<file path="src/rtl/npc_seq_ctrl.sv">
// Multi-cycle fetch/decode/exec/mem/writeback sequencer for the NPC core.
// Holds the instruction register and issues registered one-cycle strobes per stage.
module npc_seq_ctrl #(
  parameter int unsigned MEM_TIMEOUT = 255,
  parameter int unsigned CNT_W       = 32
) (
  input  logic             clk_i,
  input  logic             rst_i,
  output logic             imem_req_o,
  input  logic             imem_rvalid_i,
  input  logic [31:0]      imem_rdata_i,
  output logic [31:0]      inst_o,
  output logic             inst_valid_o,
  output logic             dmem_req_o,
  output logic             dmem_we_o,
  input  logic             dmem_ready_i,
  output logic             pc_we_o,
  output logic             rf_we_o,
  output logic             halt_o,
  output logic [1:0]       halt_code_o,
  output logic [CNT_W-1:0] retired_o
);

  localparam int unsigned WAIT_W = $clog2(MEM_TIMEOUT + 1);
  localparam logic [WAIT_W-1:0] WAIT_LAST = WAIT_W'(MEM_TIMEOUT - 1);

  localparam logic [6:0]  OP_EBREAK = 7'b1110011;
  localparam logic [6:0]  OP_LOAD   = 7'b0000011;
  localparam logic [6:0]  OP_STORE  = 7'b0100011;
  localparam logic [6:0]  OP_BRANCH = 7'b1100011;
  localparam logic [31:0] NOP       = 32'h0000_0013;

  localparam logic [1:0] HC_NONE   = 2'b00;
  localparam logic [1:0] HC_EBREAK = 2'b01;
  localparam logic [1:0] HC_ITMO   = 2'b10;
  localparam logic [1:0] HC_DTMO   = 2'b11;

  typedef enum logic [2:0] {
    S_FETCH, S_IWAIT, S_DECODE, S_EXEC, S_MEM, S_MWAIT, S_WB, S_HALT
  } state_e;

  state_e             state_q;
  logic [31:0]        ir_q;
  logic [WAIT_W-1:0]  wait_q;
  logic [CNT_W-1:0]   retired_q;
  logic               imem_req_q, inst_valid_q, dmem_req_q, dmem_we_q;
  logic               pc_we_q, rf_we_q, halt_q;
  logic [1:0]         halt_code_q;

  logic [6:0] opcode;
  logic       is_store, is_mem, wb_rf_we;

  assign opcode   = ir_q[6:0];
  assign is_store = (opcode == OP_STORE);
  assign is_mem   = is_store || (opcode == OP_LOAD);
  assign wb_rf_we = !(is_store || (opcode == OP_BRANCH));

  // Strobes are registered alongside the state they belong to, so each is
  // high exactly while the FSM sits in the matching state. The single FETCH
  // cycle after reset has imem_req low; FETCH raises it and then moves on.
  always_ff @(posedge clk_i) begin
    if (rst_i) begin
      state_q      <= S_FETCH;
      ir_q         <= NOP;
      wait_q       <= '0;
      retired_q    <= '0;
      imem_req_q   <= 1'b0;
      inst_valid_q <= 1'b0;
      dmem_req_q   <= 1'b0;
      dmem_we_q    <= 1'b0;
      pc_we_q      <= 1'b0;
      rf_we_q      <= 1'b0;
      halt_q       <= 1'b0;
      halt_code_q  <= HC_NONE;
    end else begin
      imem_req_q   <= 1'b0;
      inst_valid_q <= 1'b0;
      dmem_req_q   <= 1'b0;
      dmem_we_q    <= 1'b0;
      pc_we_q      <= 1'b0;
      rf_we_q      <= 1'b0;
      unique case (state_q)
        S_FETCH: begin
          if (imem_req_q) begin
            state_q <= S_IWAIT;
            wait_q  <= '0;
          end else begin
            imem_req_q <= 1'b1;
          end
        end
        S_IWAIT: begin
          if (imem_rvalid_i) begin
            ir_q         <= imem_rdata_i;
            inst_valid_q <= 1'b1;
            state_q      <= S_DECODE;
          end else if (wait_q == WAIT_LAST) begin
            halt_q      <= 1'b1;
            halt_code_q <= HC_ITMO;
            state_q     <= S_HALT;
          end else begin
            wait_q <= wait_q + WAIT_W'(1);
          end
        end
        S_DECODE: begin
          if (opcode == OP_EBREAK) begin
            halt_q      <= 1'b1;
            halt_code_q <= HC_EBREAK;
            state_q     <= S_HALT;
          end else begin
            state_q <= S_EXEC;
          end
        end
        S_EXEC: begin
          if (is_mem) begin
            dmem_req_q <= 1'b1;
            dmem_we_q  <= is_store;
            state_q    <= S_MEM;
          end else begin
            pc_we_q <= 1'b1;
            rf_we_q <= wb_rf_we;
            state_q <= S_WB;
          end
        end
        S_MEM: begin
          wait_q  <= '0;
          state_q <= S_MWAIT;
        end
        S_MWAIT: begin
          // A handshake on the final allowed cycle still completes normally.
          if (dmem_ready_i) begin
            pc_we_q <= 1'b1;
            rf_we_q <= wb_rf_we;
            state_q <= S_WB;
          end else if (wait_q == WAIT_LAST) begin
            halt_q      <= 1'b1;
            halt_code_q <= HC_DTMO;
            state_q     <= S_HALT;
          end else begin
            wait_q <= wait_q + WAIT_W'(1);
          end
        end
        S_WB: begin
          retired_q  <= retired_q + CNT_W'(1);
          imem_req_q <= 1'b1;
          state_q    <= S_FETCH;
        end
        S_HALT: begin
          state_q <= S_HALT;
        end
        default: begin
          state_q <= S_HALT;
        end
      endcase
    end
  end

  assign imem_req_o   = imem_req_q;
  assign inst_o       = ir_q;
  assign inst_valid_o = inst_valid_q;
  assign dmem_req_o   = dmem_req_q;
  assign dmem_we_o    = dmem_we_q;
  assign pc_we_o      = pc_we_q;
  assign rf_we_o      = rf_we_q;
  assign halt_o       = halt_q;
  assign halt_code_o  = halt_code_q;
  assign retired_o    = retired_q;

endmodule

</file>
<file path="config.mk">
export PLATFORM = sky130hd
export DESIGN_NAME = npc_seq_ctrl
export DESIGN_NICKNAME = d
export VERILOG_FILES = /design/src/rtl/npc_seq_ctrl.sv
export SDC_FILE = /design/constraint.sdc
export NUM_CORES = 1
export LEC_CHECK = 0
export BUFFER_PORTS_ARGS = -buffer_cell sky130_fd_sc_hd__buf_2
export CELL_PAD_IN_SITES_DETAIL_PLACEMENT = 1
export CELL_PAD_IN_SITES_GLOBAL_PLACEMENT = 1
export CORE_AREA = 2 2 98 100
export CTS_CLUSTER_SIZE = 20
export DETAILED_ROUTE_END_ITERATION = 8
export DIE_AREA = 0 0 100 102
export HOLD_SLACK_MARGIN = 0.05
export PLACE_DENSITY = 0.94
export SLEW_MARGIN = 15
export SYNTH_ARGS = -nofsm -noshare
export SYNTH_HDL_FRONTEND = slang
export SYNTH_SLANG_ARGS = --single-unit
</file>
<file path="constraint.sdc">
create_clock -name clk_i -period 3.3 [get_ports clk_i]
set_clock_uncertainty 0.2 [all_clocks]
set_input_delay 0.33 -clock clk_i [delete_from_list [all_inputs] [get_ports clk_i]]
set_output_delay 0.33 -clock clk_i [all_outputs]
set_load 0.005 [all_outputs]
</file>
Yosys cells after proc, flatten, opt, wreduce, memory -nomap -nowiden --
Cells that the tools add are included.
Word-level totals: register bits 84, logic and storage cells 81, input bits 36
Cells by class: multiplexer cells 33, eq/ne operators 18, add/subtract/negate cells 2, reduce and logical (&&, ||, !) cells 13, bitwise logic cells 3
Operators with widths (number):
- $add A32 B1 Y32 const B | 1
- $mux W8 | 4
- $pmux W8 S4 | 1
- $pmux W3 S8 | 1
- $mux W3 | 5
- $eq A7 B7 Y1 const B | 2
- $eq A3 B3 Y1 const B | 4
- $mux W2 | 6
- $ne A2 B2 Y1 const B | 6
- $mux W1 | 11
- $add A8 B1 Y8 const B | 1
- $eq A8 B8 Y1 const B | 1
- $reduce_and A4 Y1 | 2
- $eq A7 B2 Y1 const B | 1
- $eq A7 B6 Y1 const B | 1
- $eq A3 B2 Y1 const B | 2
- $pmux W1 S2 | 3
- $pmux W2 S3 | 1
- $reduce_and A6 Y1 | 1
- $reduce_bool A4 Y1 | 1
- $reduce_or A2 Y1 | 2
- $eq A3 B1 Y1 const B | 1
- $logic_not A3 Y1 | 1
- $not A1 Y1 | 3
- 6 further kinds | 7

Longest topological paths before layout --
Gate-level depths: netlist (run 1).
depth in word-level cells 5, depth in mapped cells 7, mapped depth without buffers 7

Worst setup path before layout (run 1) --
No wires, ideal clock.
path kind register to register, from reg retired_q[5], in the netlist retired_o[5], to reg retired_q[25], in the netlist retired_o[25], arrival time 1.670 ns, path buffers 1, stages on the path, launching flop included 7, period minus slack after synthesis 1.941 ns, path slack 1.359 ns, setup time 0.070 ns, data required time 3.030 ns, cells stage by stage dfxtp_1 > and4_1 > buf_6 > nand4_4 > or3_4 > or3_1 > a21oi_1
Between the ends: cells in the longest elaborated chain, start to end 1
Ends and longest elaborated chain:
- start: declaration | line 45 | logic [CNT_W-1:0] retired_q;
- start signal: assignment | line 143 | retired_q <= retired_q + CNT_W'(1);
- $add A32 B1 Y32 | line 143
No other way between the ends. A chain may end at the register's enable or synchronous reset.

Final worst setup path (run 1) --
from reg state_q[1], to reg ir_q[29], in the netlist inst_o[29]
Between the ends: cells in the longest elaborated chain, start to end 2
Ends and longest elaborated chain:
- start: declaration | line 42 | state_e state_q;
- start signal: assignment | line 63 | state_q <= S_FETCH;
- start signal: assignment | line 85 | state_q <= S_IWAIT;
- start signal: assignment | line 95 | state_q <= S_DECODE;
- $eq A3 B1 Y1 | line 82 | unique case (state_q)
- $reduce_and A2 Y1 (no line)
- end signal: assignment | line 93 | ir_q <= imem_rdata_i;
- end: declaration | line 43 | logic [31:0] ir_q;
No other way between the ends.

==> out/metrics.sh, run 1 <==
DETAILED_PLACE_HPWL_MM=7.73
CORE_REGION_AREA_UM2=9110
YOSYSUNIQUECELLTYPES=42
FINALSETUPTNS_NS=0
POWER_DENSITY_CELLS_nW_PER_UM2=539
CP_NUM_BUF_INV=0
CRITICAL_PATH.CELL_CHAIN='nand2b_1 -> nor2_1 -> nand2_1 -> nand2_1 -> a21oi_1'
SLOWEST_DELAY_NS=0.89
CLOCK_SINK_COUNT=84
POST_DRT_VIA_CELL_RATIO=5.51
REPORT.FINAL.HOLD_VIOL_COUNT=0
CRITICAL_PATH.MAX_FANOUT=33
SYNTH_SIMPLE_GATE_AREA_FRAC=0.306
SYNTH_LARGEST_AREA_CELL='dfxtp_1'
CRIT_PATH_END_KIND='register'
SEQUENTIAL_FRACTION_OF_THE_SYNTHESIS_AREA=0.472
MAX_SLEW_MARGIN=0.215
CRITICAL_PATH.MOST_COMMON_CELL='nand2_1'
GLOBALROUTETOTALUTIL=0.260
CTS_MADE_BUFFERS=9
VIA_COUNT=3775
CLOCK_TREE_ROOT='clkbuf_8'
POWER.SHARE.SWITCHING=0.342
SYNTH-ASYNC-RESET-RATIO=0
SYNTH_ADDER_AREA_SHARE=0.0105
FINAL_CELL_AREA_UM2=4680
OUTCOME='complete, no violations'
CP_TOP_FAMILY='simple AND/OR/NAND/NOR gates'
FMAX_MHz=364
DRCVIOLATIONCOUNT=0
DRT_FIRST_PASS_ITERS=4
WORST_SETUP_PATH_STARTPOINT='state_q[1]'
P_LEAK_nW=1.88
R2R_CELLS=5
GP_CONGESTION=0.831
MOSTFREQUENTLAYOUTCELL='buf_2'
TRITONCTS='done'
POWER.CLOCK.FRACTION=0.296
SYNTH.YOSYS.WARNINGS=0
MAXCAPVIOLATIONS=0
CRITICALPATHCATEGORY='register to register'
GRT_MAX_DEGREE=47
SYN-NUM-NETS=475
DIEAREA_UM2=10200
REG2REG_SLACK_NS=0.55
GRT_REMAINING_OVERFLOW=0
PLACEMENT.IO_BUFFERS=108
POWER_FRAC_SEQ=0.485
WORST_EP_ARRIVAL_TIME_NS=2.79
INITIALDRTVIOLATIONCOUNT=199
FINALWIRELENGTH_MM=13.3
CLK_LATENCY_NS=0.36
NFILLCELLS=1138
SYN2LAYOUT_AREA_GROWTH_PCT=31.3
NON_FILLER_INSTANCE_COUNT_AFTER_LAYOUT=685
DRIVE_GT1_FRAC=0.234
FINAL.HOLD.WORST_SLACK_NS=0.186
PWR-SHARE-COMB=0.219
DIE_Y_UM=102
SYNTH.AVG_CELL_AREA_UM2=8.18
WORST_SETUP_HOLD_PATH_CLK_SLEW_NS=0.10
ROUTED_WIRE_LENGTH_PER_INSTANCE_UM=19.5
YS_FF_LATCH=84
YS_DOMINANT_REG_CELL='dfxtp_1'
MIN_PATH_TYPE='input pin to register'
POST_SYNTH_MUX_AREA_SHARE=0.0119
GRT_PASS1_WL_MM=20.7
TIMING.CRITICAL_PATH.REQUIRED_NS=3.35
MOST-COMMON-LAYOUT-CELLS='buf_2, nand2_1, dfxtp_1, nor2_1, a21oi_1'
WORST-SLEW-PIN-TRANSITION_NS=1.17
IR_WORST_VDD_mV=0.358
NUMBER_OF_GLOBAL_ROUTE_VIAS_BEFORE_REPAIR=3945
ANT_NETS=0
GRT_SETUP_UNREPAIRED='false'
INTERNAL_POWER_W=0.00166
SYNTH_XOR_AREA_FRAC=0.0688
POST_CTS.REPAIR.SETUP_BUFFERS=0
CP-ENDPOINT='inst_o[29]'
SETUP_FAILING_EPS_FINAL=0
STARTING_DENSITY_OF_THE_CORE=0.391
POST_SYNTH_INSTANCE_AREA_UM2=3560
DETAILED_PLACE.AREA_UM2=4170
ANTENNA_FOUND_INITIAL=2
CHIPWIDTH_UM=100
R2R_START='state_q[1]'
CRITICAL_PATH_CELL_COUNT=5
P_SW_W=0.000863
TOP_CELL_TYPE_S_SHARE_OF_SYNTHESIZED_AREA=0.472
SYNTH_TOP_FAMILY_BY_AREA='simple AND/OR/NAND/NOR gates'
PLACEMENT_ROWS=35
FINAL.PERIOD_UTILIZATION=0.833
SYNTH_AREA_IN_COMPOUND_GATES=0.0958
SYNTH-EDFF-COUNT=0
R2R-END='inst_o[29]'
FINALNETCOUNT=607
IOS=109
SYNTH_TOP_CELLS_BY_AREA='dfxtp_1, nand2_1, a21oi_1'
PERIOD_MINUS_SLACK_NS=2.75
CLOCK_PATH_BUFFERS=2
COUNT_OF_PLACED_STANDARD_CELLS_INCLUDING_TAPS=636
MAXSLEWVIOLCOUNT=0
KIND_OF_LAUNCH_POINT_OF_THE_WORST_SETUP_PATH='register'
SYNTH_CELLS=436
CTSHTREEMAXLEVEL=3
TIMING.CRITICAL_PATH.SLOWEST_STAGE_CELL='nand2_1'
per-layer routing:
layer / vias to the layer above / wire length [um] / global-route usage
met2: 141 / 6850 / 0.462
met5: - / 0 / 0
met1: 1828 / 5060 / 0.282
met3: 51 / 619 / 0.0520
li1: 1755 / - / -
met4: 0 / 802 / 0.177
sequential cells by signal, indices dropped and copies added, names as in the netlist, 2 cells and up:
name,flops
halt_code_o,2
inst_o,32
retired_o,32
state_q,3
wait_q,8
cell usage after synthesis (all sizes together) (3+ instances only):
cell	n
o21ai	8
nand3	16
nor2	44
ha	3
nand2b	5
nor4	12
a21oi	44
nand4	15
xor2	6
nor3	16
or2	3
and4	6
inv	10
nor2b	5
xnor2	22
dfxtp	84
nand2	85
or3	9
clkbuf	19
power by group through the flow:
stage	clock (W)	sequential [W]	combinational, W
final	0.000747	0.00122	0.000551
after global routing	0.000790	0.00123	0.000600
after CTS	0.000725	0.00121	0.000524
after detailed placement	0	0.00123	0.000481
after global placement	0	0.00121	0.000449
after floorplan	0	0.00118	0.000330
worst register-to-register path, cell delays in order, from the launching register on:
cell      delay [ns]
dfxtp_1         0.71
nand2b_1        0.24
nor2_1          0.09
nand2_1         0.89
nand2_1         0.14
a21oi_1         0.37
worst min-delay path by stage:
| stage | slack, ns | startpoint | end | cells past startpoint |
|---|---|---|---|---|
| 2_1_floorplan | 0.24 | halt_o | halt_o | 2 |
| 3_3_place_gp | 0.24 | halt_o | halt_o | 2 |
| 3_5_place_dp | 0.25 | inst_o[18] | inst_o[18] | 2 |
| 4_1_cts | 0.11 | dmem_ready_i | pc_we_o | 3 |
| 5_1_grt | 0.19 | dmem_ready_i | pc_we_o | 3 |
| 6_report | 0.19 | dmem_ready_i | pc_we_o | 3 |
cell type report:
cell class	instances	area, um^2	share of cell area
multi-input cells	321	1760	0.376
flip-flops and latches	84	1680	0.359
repair buffers	142	876	0.187
well taps	111	139	0.0297
clock buffers	10	128	0.0273
clock inverters	5	53.8	0.0115
inverters	10	37.5	0.00802
diodes	2	5.00	0.00107
logic make-up (layout without fill, tap and decap cells):
group                    count (synthesis)  after routing
AO/OA/AOI/OAI                           62             62
XOR/XNOR                                28             28
adder cells (fa/ha/maj)                  3              3
buffers and inverters                   31            167
flip-flops                              84             84
multiplexers                             4              4
other                                    0              2
AND/OR/NAND/NOR                        224            224
metrics by stage:
| stage | util | worst slack (ns) | total power [W] |
|---|---|---|---|
| 6_report | 0.514 | 0.552 | 0.00252 |
| 5_1_grt | 0.514 | 0.449 | 0.00262 |
| 4_1_cts | 0.513 | 0.851 | 0.00246 |
| 3_5_place_dp | 0.458 | 0.886 | 0.00171 |
| 3_3_place_gp | 0.458 | 1.07 | 0.00166 |
| 2_1_floorplan | - | 1.36 | 0.00151 |
repair_timing:
action	CTS	global route
setup endpoints to repair	0	0
hold buffers	32	0
endpoints found under the hold margin	32	0
gates resized for setup	0	0
(Power assumes the default switching activity.)
==> inputs of run 2 (changes only) <==
--- a/config.mk
+++ b/config.mk
@@ -8,12 +8,12 @@
 export BUFFER_PORTS_ARGS = -buffer_cell sky130_fd_sc_hd__buf_2
 export CELL_PAD_IN_SITES_DETAIL_PLACEMENT = 1
 export CELL_PAD_IN_SITES_GLOBAL_PLACEMENT = 1
-export CORE_AREA = 2 2 98 100
+export CORE_AREA = 2 2 102 104
 export CTS_CLUSTER_SIZE = 20
 export DETAILED_ROUTE_END_ITERATION = 8
-export DIE_AREA = 0 0 100 102
+export DIE_AREA = 0 0 104 106
 export HOLD_SLACK_MARGIN = 0.05
-export PLACE_DENSITY = 0.94
+export PLACE_DENSITY = 0.89
 export SLEW_MARGIN = 15
 export SYNTH_ARGS = -nofsm -noshare
 export SYNTH_HDL_FRONTEND = slang
==> constraint.sdc (replaced) <==
create_clock -name clk_i -period 2.8 [get_ports clk_i]
set_clock_uncertainty 0.2 [all_clocks]
set_input_delay 0.28 -clock clk_i [delete_from_list [all_inputs] [get_ports clk_i]]
set_output_delay 0.28 -clock clk_i [all_outputs]
set_load 0.005 [all_outputs]
==> out/metrics.sh, run 2 (synthesized netlist as in run 1, its figures left out) <==
WORST_EP_ARRIVAL_TIME_NS=2.42
IOS=109
REPORT.FINAL.HOLD_VIOL_COUNT=0
KIND_OF_LAUNCH_POINT_OF_THE_WORST_SETUP_PATH='register'
FINAL_CELL_AREA_UM2=4770
P_SW_W=0.000923
POWER_FRAC_SEQ=0.477
INTERNAL_POWER_W=0.00202
CLOCK_SINK_COUNT=84
FMAX_MHz=429
FINAL.PERIOD_UTILIZATION=0.832
GLOBALROUTETOTALUTIL=0.205
GRT_MAX_DEGREE=45
IR_WORST_VDD_mV=0.300
ANT_NETS=0
WORST-SLEW-PIN-TRANSITION_NS=0.748
NFILLCELLS=1252
DETAILED_PLACE_HPWL_MM=7.46
FINALSETUPTNS_NS=0
POWER.CLOCK.FRACTION=0.307
WORST_SETUP_HOLD_PATH_CLK_SLEW_NS=0.08
CLOCK_PATH_BUFFERS=2
GRT_REMAINING_OVERFLOW=0
P_LEAK_nW=1.90
SYN2LAYOUT_AREA_GROWTH_PCT=33.7
DRIVE_GT1_FRAC=0.236
DETAILED_PLACE.AREA_UM2=4230
CHIPWIDTH_UM=104
DIE_Y_UM=106
COUNT_OF_PLACED_STANDARD_CELLS_INCLUDING_TAPS=663
DETAILEDPLACE.WORSTSLACK_NS=0.526
NON_FILLER_INSTANCE_COUNT_AFTER_LAYOUT=712
DRT_FIRST_PASS_ITERS=5
POST_CTS.REPAIR.SETUP_BUFFERS=0
MOSTFREQUENTLAYOUTCELL='buf_2'
FINALWIRELENGTH_MM=11.5
GRT_SETUP_UNREPAIRED='false'
CLOCK_TREE_ROOT='clkbuf_8'
DRCVIOLATIONCOUNT=0
CORE_REGION_AREA_UM2=10000
STARTING_DENSITY_OF_THE_CORE=0.356
NUMBER_OF_GLOBAL_ROUTE_VIAS_BEFORE_REPAIR=3746
POWER.SHARE.SWITCHING=0.313
MAXSLEWVIOLCOUNT=0
PLACEMENT_ROWS=37
CRIT_PATH_END_KIND='register'
ROUTED_WIRE_LENGTH_PER_INSTANCE_UM=16.1
PERIOD_MINUS_SLACK_NS=2.33
PWR-SHARE-COMB=0.216
INITIALDRTVIOLATIONCOUNT=169
POWER_DENSITY_CELLS_nW_PER_UM2=618
CRITICALPATHCATEGORY='register to register'
CTS_MADE_BUFFERS=9
ANTENNA_FOUND_INITIAL=0
CLK_LATENCY_NS=0.35
WORST_SLACK_NS=0.471
MAXCAPVIOLATIONS=0
MAX_SLEW_MARGIN=0.497
TIMING.CRITICAL_PATH.REQUIRED_NS=2.89
ANTENNA-DIODE-COUNT=0
DIEAREA_UM2=11000
SETUP_FAILING_EPS_FINAL=0
CRITICAL_PATH.MAX_FANOUT=18
PLACEMENT.IO_BUFFERS=108
MIN_PATH_TYPE='input pin to register'
POST_DRT_VIA_CELL_RATIO=5.15
GRT_PASS1_WL_MM=18.2
TRITONCTS='done'
OUTCOME='complete, no violations'
GP_CONGESTION=0.812
VIA_COUNT=3667
CTSHTREEMAXLEVEL=3
MOST-COMMON-LAYOUT-CELLS='buf_2, nand2_1, dfxtp_1, nor2_1, a21oi_1'
FINALNETCOUNT=610
run 2: cell types whose count changed in the layout (fill, tap and decap cells not counted), moves of 2 or more:
cell / previous run / this run
clkinv_2: 3 / 0
clkbuf_8: 9 / 11
clkinvlp_4: 0 / 2
diode_2: 2 / 0
run 2: stage by stage:
| step | utilization | hold slack, ns | power [W] |
|---|---|---|---|
| after global placement | 0.423 | 0.238 | 0.00197 |
| after detailed placement | 0.423 | 0.244 | 0.00201 |
| after global routing | 0.477 | 0.210 | 0.00310 |
| after floorplan | - | 0.204 | 0.00178 |
| after CTS | 0.477 | 0.163 | 0.00295 |
| final | 0.477 | 0.181 | 0.00295 |
run 2: path summary, 6_finish.rpt:
check / from / endpoint / slack (ns) / cells past startpoint
max: state_q[1] / retired_o[21] / 0.47 / 5
min: imem_rvalid_i / halt_code_o[0] / 0.18 / 3
max reg2reg: state_q[1] / retired_o[21] / 0.47 / 5
min reg2reg: inst_o[21] / inst_o[21] / 0.25 / 2
run 2: per-layer routing:
layer | GRT usage | part of all wire
met1 | 0.225 | 0.40
met2 | 0.385 | 0.54
met3 | 0.0497 | 0.042
met4 | 0.0685 | 0.020
met5 | 0 | 0
run 2: final cells by class:
cell class	count	area [um^2]	share of cell area
multi-input combinational	321	1760	0.369
sequential	84	1680	0.353
timing repair buffer	145	913	0.192
tap	136	170	0.0357
clock buffer	13	159	0.0333
clock inverter	3	45.0	0.00945
inverter	10	37.5	0.00788
run 2: power groups by stage:
stage          Sequential (W)  Combinational (W)  Clock, W
6_report              0.00140           0.000637  0.000905
4_1_cts               0.00140           0.000627  0.000923
2_1_floorplan         0.00140           0.000389         0
3_5_place_dp          0.00142           0.000590         0
3_3_place_gp          0.00142           0.000558         0
5_1_grt               0.00142           0.000710  0.000970
run 2: repair_timing:
item,CTS,global route
hold buffers,33,0
resized for setup,0,0
endpoints found under the hold margin,33,0
run 2: critical path, stage by stage (launching register included):
cell and delay, ns:
dfxtp_1 0.65, and3b_1 0.31, nand4_4 0.16, or3_4 0.45, or3_1 0.33, a21oi_1 0.16
==> inputs of run 3 (changes only) <==
==> constraint.sdc (replaced) <==
create_clock -name clk_i -period 2.2 [get_ports clk_i]
set_clock_uncertainty 0.2 [all_clocks]
set_input_delay 0.22 -clock clk_i [delete_from_list [all_inputs] [get_ports clk_i]]
set_output_delay 0.22 -clock clk_i [all_outputs]
set_load 0.005 [all_outputs]
==> out/metrics.sh, run 3 (synthesized netlist as in run 1, its figures left out) <==
FINALNETCOUNT=620
DETAILEDPLACE.WORSTSLACK_NS=0.0640
SEQUENTIAL_CELL_AREA_UM2=1690
TIMING.CRITICAL_PATH.REQUIRED_NS=2.30
UTILIZATION=0.487
DETAILED_PLACE_HPWL_MM=7.58
WORST_SLACK_NS=0.100
MAX_SLEW_MARGIN=0.668
DRIVE_GT1_FRAC=0.256
DIEAREA_UM2=11000
CRITICALPATHCATEGORY='register to register'
ROUTED_WIRE_LENGTH_PER_INSTANCE_UM=16.5
CLOCK_PATH_BUFFERS=2
WORST-SLEW-PIN-TRANSITION_NS=0.498
FINALWIRELENGTH_MM=11.9
INITIALDRTVIOLATIONCOUNT=153
PLACEMENT_ROWS=37
MAXSLEWVIOLCOUNT=0
DRCVIOLATIONCOUNT=0
ANTENNA-DIODE-COUNT=0
POST_CTS.REPAIR.SETUP_BUFFERS=0
CRIT_PATH_END_KIND='register'
CLK_LATENCY_NS=0.37
CHIPWIDTH_UM=104
GRT_SETUP_UNREPAIRED='false'
DETAILED_PLACE.AREA_UM2=4310
GRT_MAX_DEGREE=72
FINAL.PERIOD_UTILIZATION=0.954
FINAL_CELL_AREA_UM2=4870
MAXCAPVIOLATIONS=0
SYN2LAYOUT_AREA_GROWTH_PCT=36.7
WORST_EP_ARRIVAL_TIME_NS=2.20
FINAL.HOLD.WORST_SLACK_NS=0.0570
REPORT.FINAL.HOLD_VIOL_COUNT=0
GP_CONGESTION=0.850
PLACEMENT.IO_BUFFERS=108
SETUP_FAILING_EPS_FINAL=0
PERIOD_MINUS_SLACK_NS=2.10
IR_WORST_VDD_mV=0.386
ANTENNA_FOUND_INITIAL=0
NUMBER_OF_GLOBAL_ROUTE_VIAS_BEFORE_REPAIR=3898
IOS=109
CRITICAL_PATH.MAX_FANOUT=6
CORE_REGION_AREA_UM2=10000
STARTING_DENSITY_OF_THE_CORE=0.356
GRT_REMAINING_OVERFLOW=0
CTSHTREEMAXLEVEL=3
GLOBALROUTETOTALUTIL=0.215
NFILLCELLS=1265
TRITONCTS='done'
CTS_MADE_BUFFERS=9
VIA_COUNT=3744
MOST-COMMON-LAYOUT-CELLS='buf_2, nand2_1, dfxtp_1, nor2_1, a21oi_1'
POWER_DENSITY_CELLS_nW_PER_UM2=822
FINALSETUPTNS_NS=0
CLOCK_TREE_ROOT='clkbuf_8'
CLOCK_SINK_COUNT=84
WORST_SETUP_HOLD_PATH_CLK_SLEW_NS=0.09
OUTCOME='complete, no violations'
MOSTFREQUENTLAYOUTCELL='buf_2'
POST_DRT_VIA_CELL_RATIO=5.19
MIN_PATH_TYPE='input pin to register'
ANT_NETS=0
MULTI_INPUT_AREA_UM2=1760
KIND_OF_LAUNCH_POINT_OF_THE_WORST_SETUP_PATH='register'
P_LEAK_nW=1.97
DIE_Y_UM=106
FMAX_MHz=476
GRT_PASS1_WL_MM=19.0
DRT_FIRST_PASS_ITERS=5
==> run 3: path summary, 6_finish.rpt <==
path	end	cells past startpoint	startpoint	slack, ns
worst min-delay path	inst_o[0]	3	rst_i	0.06
worst max register to register	retired_o[21]	5	retired_o[14]	0.10
worst min register to register	inst_o[14]	2	inst_o[14]	0.25
worst max-delay path	retired_o[21]	5	retired_o[14]	0.10
==> run 3: final cells by class <==
type                            count  share of cell area
Clock buffer                       11              0.0270
Inverter                           10             0.00770
Multi-Input combinational cell    321               0.362
Tap cell                          136              0.0349
Sequential cell                    84               0.346
Timing Repair Buffer              155               0.203
Clock inverter                      4              0.0203
==> run 3: metrics by stage <==
stage,total power [W],cells
2_1_floorplan,0.00227,436
3_5_place_dp,0.00262,673
5_1_grt,0.00420,721
3_3_place_gp,0.00257,673
4_1_cts,0.00398,721
6_report,0.00401,721
==> run 3: layer usage <==
layer | track usage | vias up | wire length (um)
met1 | 0.232 | 1838 | 4810
met4 | 0.0936 | 0 | 342
met5 | 0 | - | 0
met3 | 0.0509 | 28 | 518
met2 | 0.399 | 100 | 6200
li1 | - | 1778 | -
==> run 3: power breakdown <==
group | internal (W) | total (W) | switching, W
logic | 0.000385 | 0.000925 | 0.000541
registers | 0.00165 | 0.00174 | 0.0000965
clock network | 0.000752 | 0.00134 | 0.000589
total | 0.00278 | 0.00401 | 0.00123
==> run 3: worst max-delay path, stage by stage (launching register included) <==
cell,delay (ns)
dfxtp_1,0.38
and4_1,0.25
nand4_1,0.22
or3_4,0.47
or3_1,0.33
a21oi_1,0.18
==> run 3: timing repair <==
item / in CTS / in global routing
resized for setup: 0 / 6
setup endpoints to repair: 0 / 3
hold buffers: 33 / 0
endpoints found under the hold margin: 33 / 0
